`src/rtl/alu_issue_stage.sv`:
```
// alu_issue_stage: registered issue stage in front of the LC-3b ALU.
// Decode hands over aluop/SR1/SR2/IR, and the stage forms the B operand from
// SR2 or an IR immediate. It presents a stable aluop/A/B to the ALU.
// Storage is a 2-entry skid buffer: an output register (OR) and a skid
// register (SR). in_ready is simply ~SR.valid and comes straight from a
// flop, so there is no combinational path from out_ready to in_ready.
// Optional feature: define ALU_ISSUE_STALL_CNT_EN to add the saturating
// stall_cnt output. It counts the cycles where the output is valid but not
// consumed.

package lc3b_types;
    typedef enum logic [2:0] {
        alu_add  = 3'd0,
        alu_and  = 3'd1,
        alu_not  = 3'd2,
        alu_pass = 3'd3,
        alu_sll  = 3'd4,
        alu_srl  = 3'd5,
        alu_sra  = 3'd6
    } lc3b_aluop;
endpackage

module alu_issue_stage
    import lc3b_types::*;
#(
    parameter int DATA_W      = 16,
    parameter int STALL_CNT_W = 16
) (
    input  logic                   clk,
    input  logic                   rst_n,
    input  logic                   flush,
    input  logic                   in_valid,
    output logic                   in_ready,
    input  lc3b_aluop              in_aluop,
    input  logic [DATA_W-1:0]      in_sr1,
    input  logic [DATA_W-1:0]      in_sr2,
    input  logic [15:0]            in_ir,
    input  logic [1:0]             in_bsel,
    output logic                   out_valid,
    input  logic                   out_ready,
    output lc3b_aluop              out_aluop,
    output logic [DATA_W-1:0]      out_a,
`ifdef ALU_ISSUE_STALL_CNT_EN
    output logic [DATA_W-1:0]      out_b,
    output logic [STALL_CNT_W-1:0] stall_cnt
`else
    output logic [DATA_W-1:0]      out_b
`endif
);

    // Output register (OR) and skid register (SR).
    logic              or_valid_q, or_valid_d;
    lc3b_aluop         or_aluop_q, or_aluop_d;
    logic [DATA_W-1:0] or_a_q,     or_a_d;
    logic [DATA_W-1:0] or_b_q,     or_b_d;

    logic              sr_valid_q, sr_valid_d;
    lc3b_aluop         sr_aluop_q, sr_aluop_d;
    logic [DATA_W-1:0] sr_a_q,     sr_a_d;
    logic [DATA_W-1:0] sr_b_q,     sr_b_d;

    logic [DATA_W-1:0] b_formed;
    logic              accept;
    logic              xfer;
    logic              or_free;

    assign in_ready = ~sr_valid_q;
    assign accept   = in_valid & in_ready;
    assign xfer     = or_valid_q & out_ready;
    // OR can take a new value: it is empty, or it drains this cycle.
    assign or_free  = ~or_valid_q | out_ready;

    // B operand mux: a sign-extended imm5, a zero-extended shift amount, or SR2.
    always_comb begin
        b_formed = in_sr2;
        case (in_bsel)
            2'd1:    b_formed = {{(DATA_W-5){in_ir[4]}}, in_ir[4:0]};
            2'd2:    b_formed = {{(DATA_W-4){1'b0}}, in_ir[3:0]};
            default: b_formed = in_sr2;
        endcase
    end

    // Next-state for both entries. Flush wins, then the OR refill/drain, then the SR load.
    always_comb begin
        or_valid_d = or_valid_q;
        or_aluop_d = or_aluop_q;
        or_a_d     = or_a_q;
        or_b_d     = or_b_q;
        sr_valid_d = sr_valid_q;
        sr_aluop_d = sr_aluop_q;
        sr_a_d     = sr_a_q;
        sr_b_d     = sr_b_q;

        if (flush) begin
            // Payloads are left stale on purpose; only the valids matter.
            or_valid_d = 1'b0;
            sr_valid_d = 1'b0;
        end else if (or_free) begin
            if (sr_valid_q) begin
                // in_ready is low here, so no accept competes with the drain.
                or_valid_d = 1'b1;
                or_aluop_d = sr_aluop_q;
                or_a_d     = sr_a_q;
                or_b_d     = sr_b_q;
                sr_valid_d = 1'b0;
            end else if (accept) begin
                or_valid_d = 1'b1;
                or_aluop_d = in_aluop;
                or_a_d     = in_sr1;
                or_b_d     = b_formed;
            end else begin
                or_valid_d = 1'b0;
            end
        end else if (accept) begin
            sr_valid_d = 1'b1;
            sr_aluop_d = in_aluop;
            sr_a_d     = in_sr1;
            sr_b_d     = b_formed;
        end
    end

    // Storage registers. The async reset clears both valids, so in_ready returns to 1 at once.
    always_ff @(posedge clk or negedge rst_n) begin
        if (!rst_n) begin
            or_valid_q <= 1'b0;
            or_aluop_q <= alu_pass;
            or_a_q     <= '0;
            or_b_q     <= '0;
            sr_valid_q <= 1'b0;
            sr_aluop_q <= alu_pass;
            sr_a_q     <= '0;
            sr_b_q     <= '0;
        end else begin
            or_valid_q <= or_valid_d;
            or_aluop_q <= or_aluop_d;
            or_a_q     <= or_a_d;
            or_b_q     <= or_b_d;
            sr_valid_q <= sr_valid_d;
            sr_aluop_q <= sr_aluop_d;
            sr_a_q     <= sr_a_d;
            sr_b_q     <= sr_b_d;
        end
    end

    assign out_valid = or_valid_q;
    assign out_aluop = or_aluop_q;
    assign out_a     = or_a_q;
    assign out_b     = or_b_q;

`ifdef ALU_ISSUE_STALL_CNT_EN
    logic [STALL_CNT_W-1:0] stall_cnt_q;
    logic [14:0]            unused_ir;

    // Count backpressured cycles and saturate at all-ones. Flush leaves the count alone.
    always_ff @(posedge clk or negedge rst_n) begin
        if (!rst_n) begin
            stall_cnt_q <= '0;
        end else if (or_valid_q && !out_ready && (stall_cnt_q != {STALL_CNT_W{1'b1}})) begin
            stall_cnt_q <= stall_cnt_q + {{(STALL_CNT_W-1){1'b0}}, 1'b1};
        end
    end

    assign stall_cnt = stall_cnt_q;
    assign unused_ir = {in_ir[15:5], 4'b0};
`else
    // Upper IR bits and the counter width have no function in this build.
    logic unused_ok;
    assign unused_ok = ^{in_ir[15:5], STALL_CNT_W[0]};
`endif

endmodule

```
`config.mk`:
```
export PLATFORM = sky130hd
export DESIGN_NAME = alu_issue_stage
export DESIGN_NICKNAME = d
export VERILOG_FILES = /design/src/rtl/alu_issue_stage.sv
export SDC_FILE = /design/constraint.sdc
export NUM_CORES = 1
export LEC_CHECK = 0
export BUFFER_PORTS_ARGS = -buffer_cell sky130_fd_sc_hd__buf_2
export CELL_PAD_IN_SITES_DETAIL_PLACEMENT = 1
export CELL_PAD_IN_SITES_GLOBAL_PLACEMENT = 1
export CORE_AREA = 2 2 91 93
export CTS_CLUSTER_SIZE = 20
export DETAILED_ROUTE_END_ITERATION = 8
export DIE_AREA = 0 0 93 95
export GPL_ROUTABILITY_DRIVEN = 0
export PLACE_DENSITY_LB_ADDON = 0.25
export SLEW_MARGIN = 20
export SYNTH_ARGS = -nofsm -noshare
export SYNTH_HDL_FRONTEND = slang
export SYNTH_SLANG_ARGS = --single-unit
```
`constraint.sdc`:
```
create_clock -name clk -period 2.42 [get_ports clk]
set_input_delay 0.363 -clock clk [delete_from_list [all_inputs] [get_ports clk]]
set_output_delay 0.363 -clock clk [all_outputs]
set_load 0.005 [all_outputs]
```
# Word level (Yosys, flattened, before mapping)
# Index checks and enable logic that the tools add are counted.
# W data, S select, Z words.
[word_totals] register_bits=72 latch_bits=0 ramBits=0 mem_bits_ro=0 in_bits=58 elab_cells=35 mem_count=0
[classes] n_addsub=0 multipliers=0 div_mod_pow=0 order_cmp=0 n_eq_ne=2 shift=0 n_mux=14 bitwise=6 reduce_logical=5
[op_table] cell="$mux W16" n=4
[op_table] cell="$pmux W16 S2" n=1
[op_table] cell="$mux W1" n=7
[op_table] cell="$mux W3" n=2
[op_table] cell="$reduce_and A3 Y1" n=2
[op_table] cell="$not A1 Y1" n=4
[op_table] cell="$reduce_bool A2 Y1" n=2
[op_table] cell="$reduce_bool A3 Y1" n=1
[op_table] cell="$eq A2 B1 Y1 const B" n=1
[op_table] cell="$eq A2 B2 Y1 const B" n=1
[op_table] cell="$and A1 B1 Y1" n=1
[op_table] cell="$or A1 B1 Y1" n=1

# Longest topological paths before layout
[logic_depth] word_depth=6 depth_mapped=7 ltp_nobuf=5

# Worst setup path before layout
# No wires, ideal clock.
[synth_timing] kind="input-to-reg" from="in in_bsel[0]" to="reg sr_b_q[11]" t_arrival_ns=1.554 required_time_ns=2.295 setup_slack_ns=0.741 cell_stages=7 path_buffers=2 cell_sequence="inv_1 -> ha_1 -> buf_2 -> nand3b_1 -> clkbuf_1 -> nand2_1 -> mux2_2"
[synth_via] elab_chain_len=2
[synth_rtl] element="start, declared" line="38" text="input logic [1:0] in_bsel,"
[synth_rtl] element="$eq A2 B2 Y1 or $eq A2 B1 Y1 (tied branches)" line="76" text="case (in_bsel)"
[synth_rtl] element="$pmux W16 S2 (*)" line="76"
[synth_rtl] element="end signal, assigned" line="141" text="sr_b_q <= sr_b_d;"
[synth_rtl] element="end, declared" line="60" text="logic [DATA_W-1:0] sr_b_q, sr_b_d;"
# Every way passes the cells marked *; elsewhere a longest branch is shown, timed or not.
# A chain may end at the register's enable or synchronous reset.

# Worst setup path in the final report
[layout_timing] from="reg sr_valid_q" to="out in_ready"
[layout_via] elab_chain_len=1
[layout_rtl] element="start, declared" line="57" text="logic sr_valid_q, sr_valid_d;"
[layout_rtl] element="start signal, assigned" line="138" text="sr_valid_q <= sr_valid_d;"
[layout_rtl] element="$not A1 Y1" line="67" text="assign in_ready = ~sr_valid_q;"
[layout_rtl] element="end, declared" line="33" text="output logic in_ready,"
# No other way between the ends.

==> reports/metrics.cfg <==
[status]
status=finished, final reports clean

[yosys]
synth-seq-cells=72
synth.distinct_cells=25
syn_nets=348
synthTopCellsByArea=dfrtp_1 50%, mux2_2 13%, o21ai_0 6.8%, mux2i_1 5.6%, nor2b_1 3.3%
synth_xor_area_share_pct=0
synthFlopType=dfrtp_1
synth.most_common_cell=dfrtp_1
async_reset_ff_share_pct=100
avgSynthCellArea_um2=11.8
synth_top_area_share_pct=50.0
syn_inst=288
muxShareOfSynthArea_pct=21.9
synth_top_family_by_area=multiplexers
synth_fa_ha_area_share_pct=0.736
synth-simple-area-share_pct=8.06
synth_edf_count=0
yosysSeqAreaShare_pct=53.1
yosys.area.top_type=dfrtp_1
yosysWarnings=0
synth_compound_area_share_pct=11.4
synth_common_cells=68 x dfrtp_1, 46 x o21ai_0, 40 x mux2_2
synth_area_um2=3400

[timing]
post-route-period-util_pct=84.8
finalSetupTns_ns=0
setup_viol=0
hold_ws_ns=0.217
finalHoldViolCount=0
finalCriticalPeriod_ns=2.05
slew_headroom_pct=64.4
fin_skew_ns=0.00860
max_freq_mhz=487
maxSlewViolCount=0
rsz0062_at_grt=false
setup_slack_ns=0.368
tightest_slew_ns=0.533

[layout]
diodes=0
multi_input_area_um2=1440
drive_above_1_share_pct=43.1
synthToLayoutAreaGrowth_pct=22.1
fin_area_um2=4150
fin_util_pct=52.4
fillers=895
fin_nets=431
ff_latch_area_um2=1810

[clocking]
cts_tree=yes
cts.sinks=72
cts-root-buf=clkbuf_8
clk_pin_slew_ns=0.08
htree_levels=3
cts_hold_buf=1
cts_setup_buffers=0
worstSkewPairLatency_ns=0.34
cts_buffers=9
cts_resized=0
clock_path_buffers=2

[routing]
wl_um=8140
drc=0
routedWlPerCell_um=16.9
vias=2560
avgViaCountPerCell=5.32
ant_nets=0
drt_iter0_drc=68
drt_first_pass_iters=4

[die]
initial_core_util_pct=42.9
fp-row-count=33
die_y_um=95
dieArea_um2=8840
io_pins=95
die_x_um=93
core_area_um2=7930

[min_path]
hold_path_end=out_valid
hold_class=in2reg
hold_depth=2
worstHoldStart=flush

[global_route]
grt_max_degree=42
grt_overflow=0
grt_pass1_vias=2640
grt_pass1_wl_um=13100
grt_usage_pct=19.3
antenna_found_initial=0

[flow_run]
drv_cap=0

[placement]
io_buffers=83
dp_hpwl_um=5250
dpl_cell_area_um2=3920
place_ws_ns=0.502

[critical_path]
rrSetupSlack_ns=0.65
crit_fanout=17
r2r-end=sr_a_q[10]
crit_type=reg2out
path_cells=buf_4, clkinv_1, buf_2
start_kind=flip-flop
rr_worst_depth=4
end_kind=primary output
max_stage_delay_ns=0.46
cp.required_ns=2.06
crit_path_top_delay_cell=clkinv_1
cp.arrival_ns=1.69
timing.rr.start=sr_valid_q

[power_and_ir_drop]
powerDensity_nw_per_um2=790
ir_drop_uv=409
leakagePower_uw=0.00202

[where the power goes]
group / leakage [µW] / internal (µW) / switching [µW]
logic: 0.00101 / 345 / 263
registers: 0.000894 / 1470 / 125
clock network: 0.000114 / 637 / 444
[layer usage]
layer / track usage (%) / wire (µm)
met3: 4.95 / 419
met5: 0 / 0
met1: 24.5 / 3620
met4: 6.62 / 94
met2: 32.4 / 4010
[area by class of cell]
type,count,share of cell area (%)
multi-input combinational,191,34.6
clock buffer,13,3.83
tap,105,3.16
inverter,3,0.271
sequential,72,43.6
timing repair buffer,94,13.0
clock inverter,3,1.57
[worst max-delay path by stage]
| stage | from | end | slack, ns |
|---|---|---|---|
| 2_1_floorplan | in_bsel[0] | sr_b_q[11] | 0.74 |
| 3_3_place_gp | in_bsel[0] | out_b[9] | 0.56 |
| 3_5_place_dp | in_bsel[0] | out_b[5] | 0.50 |
| 4_1_cts | sr_valid_q | in_ready | 0.37 |
| 5_1_grt | sr_valid_q | in_ready | 0.25 |
| 6_report | sr_valid_q | in_ready | 0.37 |
[placed cells by master, fill, tap and decap left out, types with 5 or more instances in the layout]
| cell type | instances |
|---|---|
| nor3_1 | 5 |
| mux2_4 | 7 |
| nor2b_1 | 17 |
| o21ai_0 | 46 |
| a31oi_1 | 12 |
| buf_4 | 8 |
| dfrtp_1 | 67 |
| clkbuf_8 | 11 |
| nand2_1 | 28 |
| buf_2 | 82 |
| mux2i_1 | 19 |
| mux2_2 | 40 |
[critical path, delay by kind of cell (launching register included)]
| family | cells | cell delay [ns] |
|---|---|---|
| flip-flops | 1 | 0.37 |
| buffers and inverters | 3 | 0.97 |
[registers in the layout, summed over array words and instances, names as in the netlist]
signal	flops
out_a	16
out_aluop	3
out_b	16
out_valid	1
sr_a_q	16
sr_aluop_q	3
sr_b_q	16
sr_valid_q	1
[cell families after synthesis]
kind of cell	after synthesis
AND/OR/NAND/NOR	56
AO/OA/AOI/OAI	67
adder cells (fa/ha/maj)	2
buffers and inverters	25
flip-flops	72
multiplexers	66
[per-stage QoR]
step | power, µW | std cells
final | 3280 | 481
after global placement | 2190 | 464
after floorplan | 1950 | 288
after detailed placement | 2230 | 464
after CTS | 3320 | 481
after global routing | 3460 | 481
Note: power is estimated with default switching activity, not from simulation.
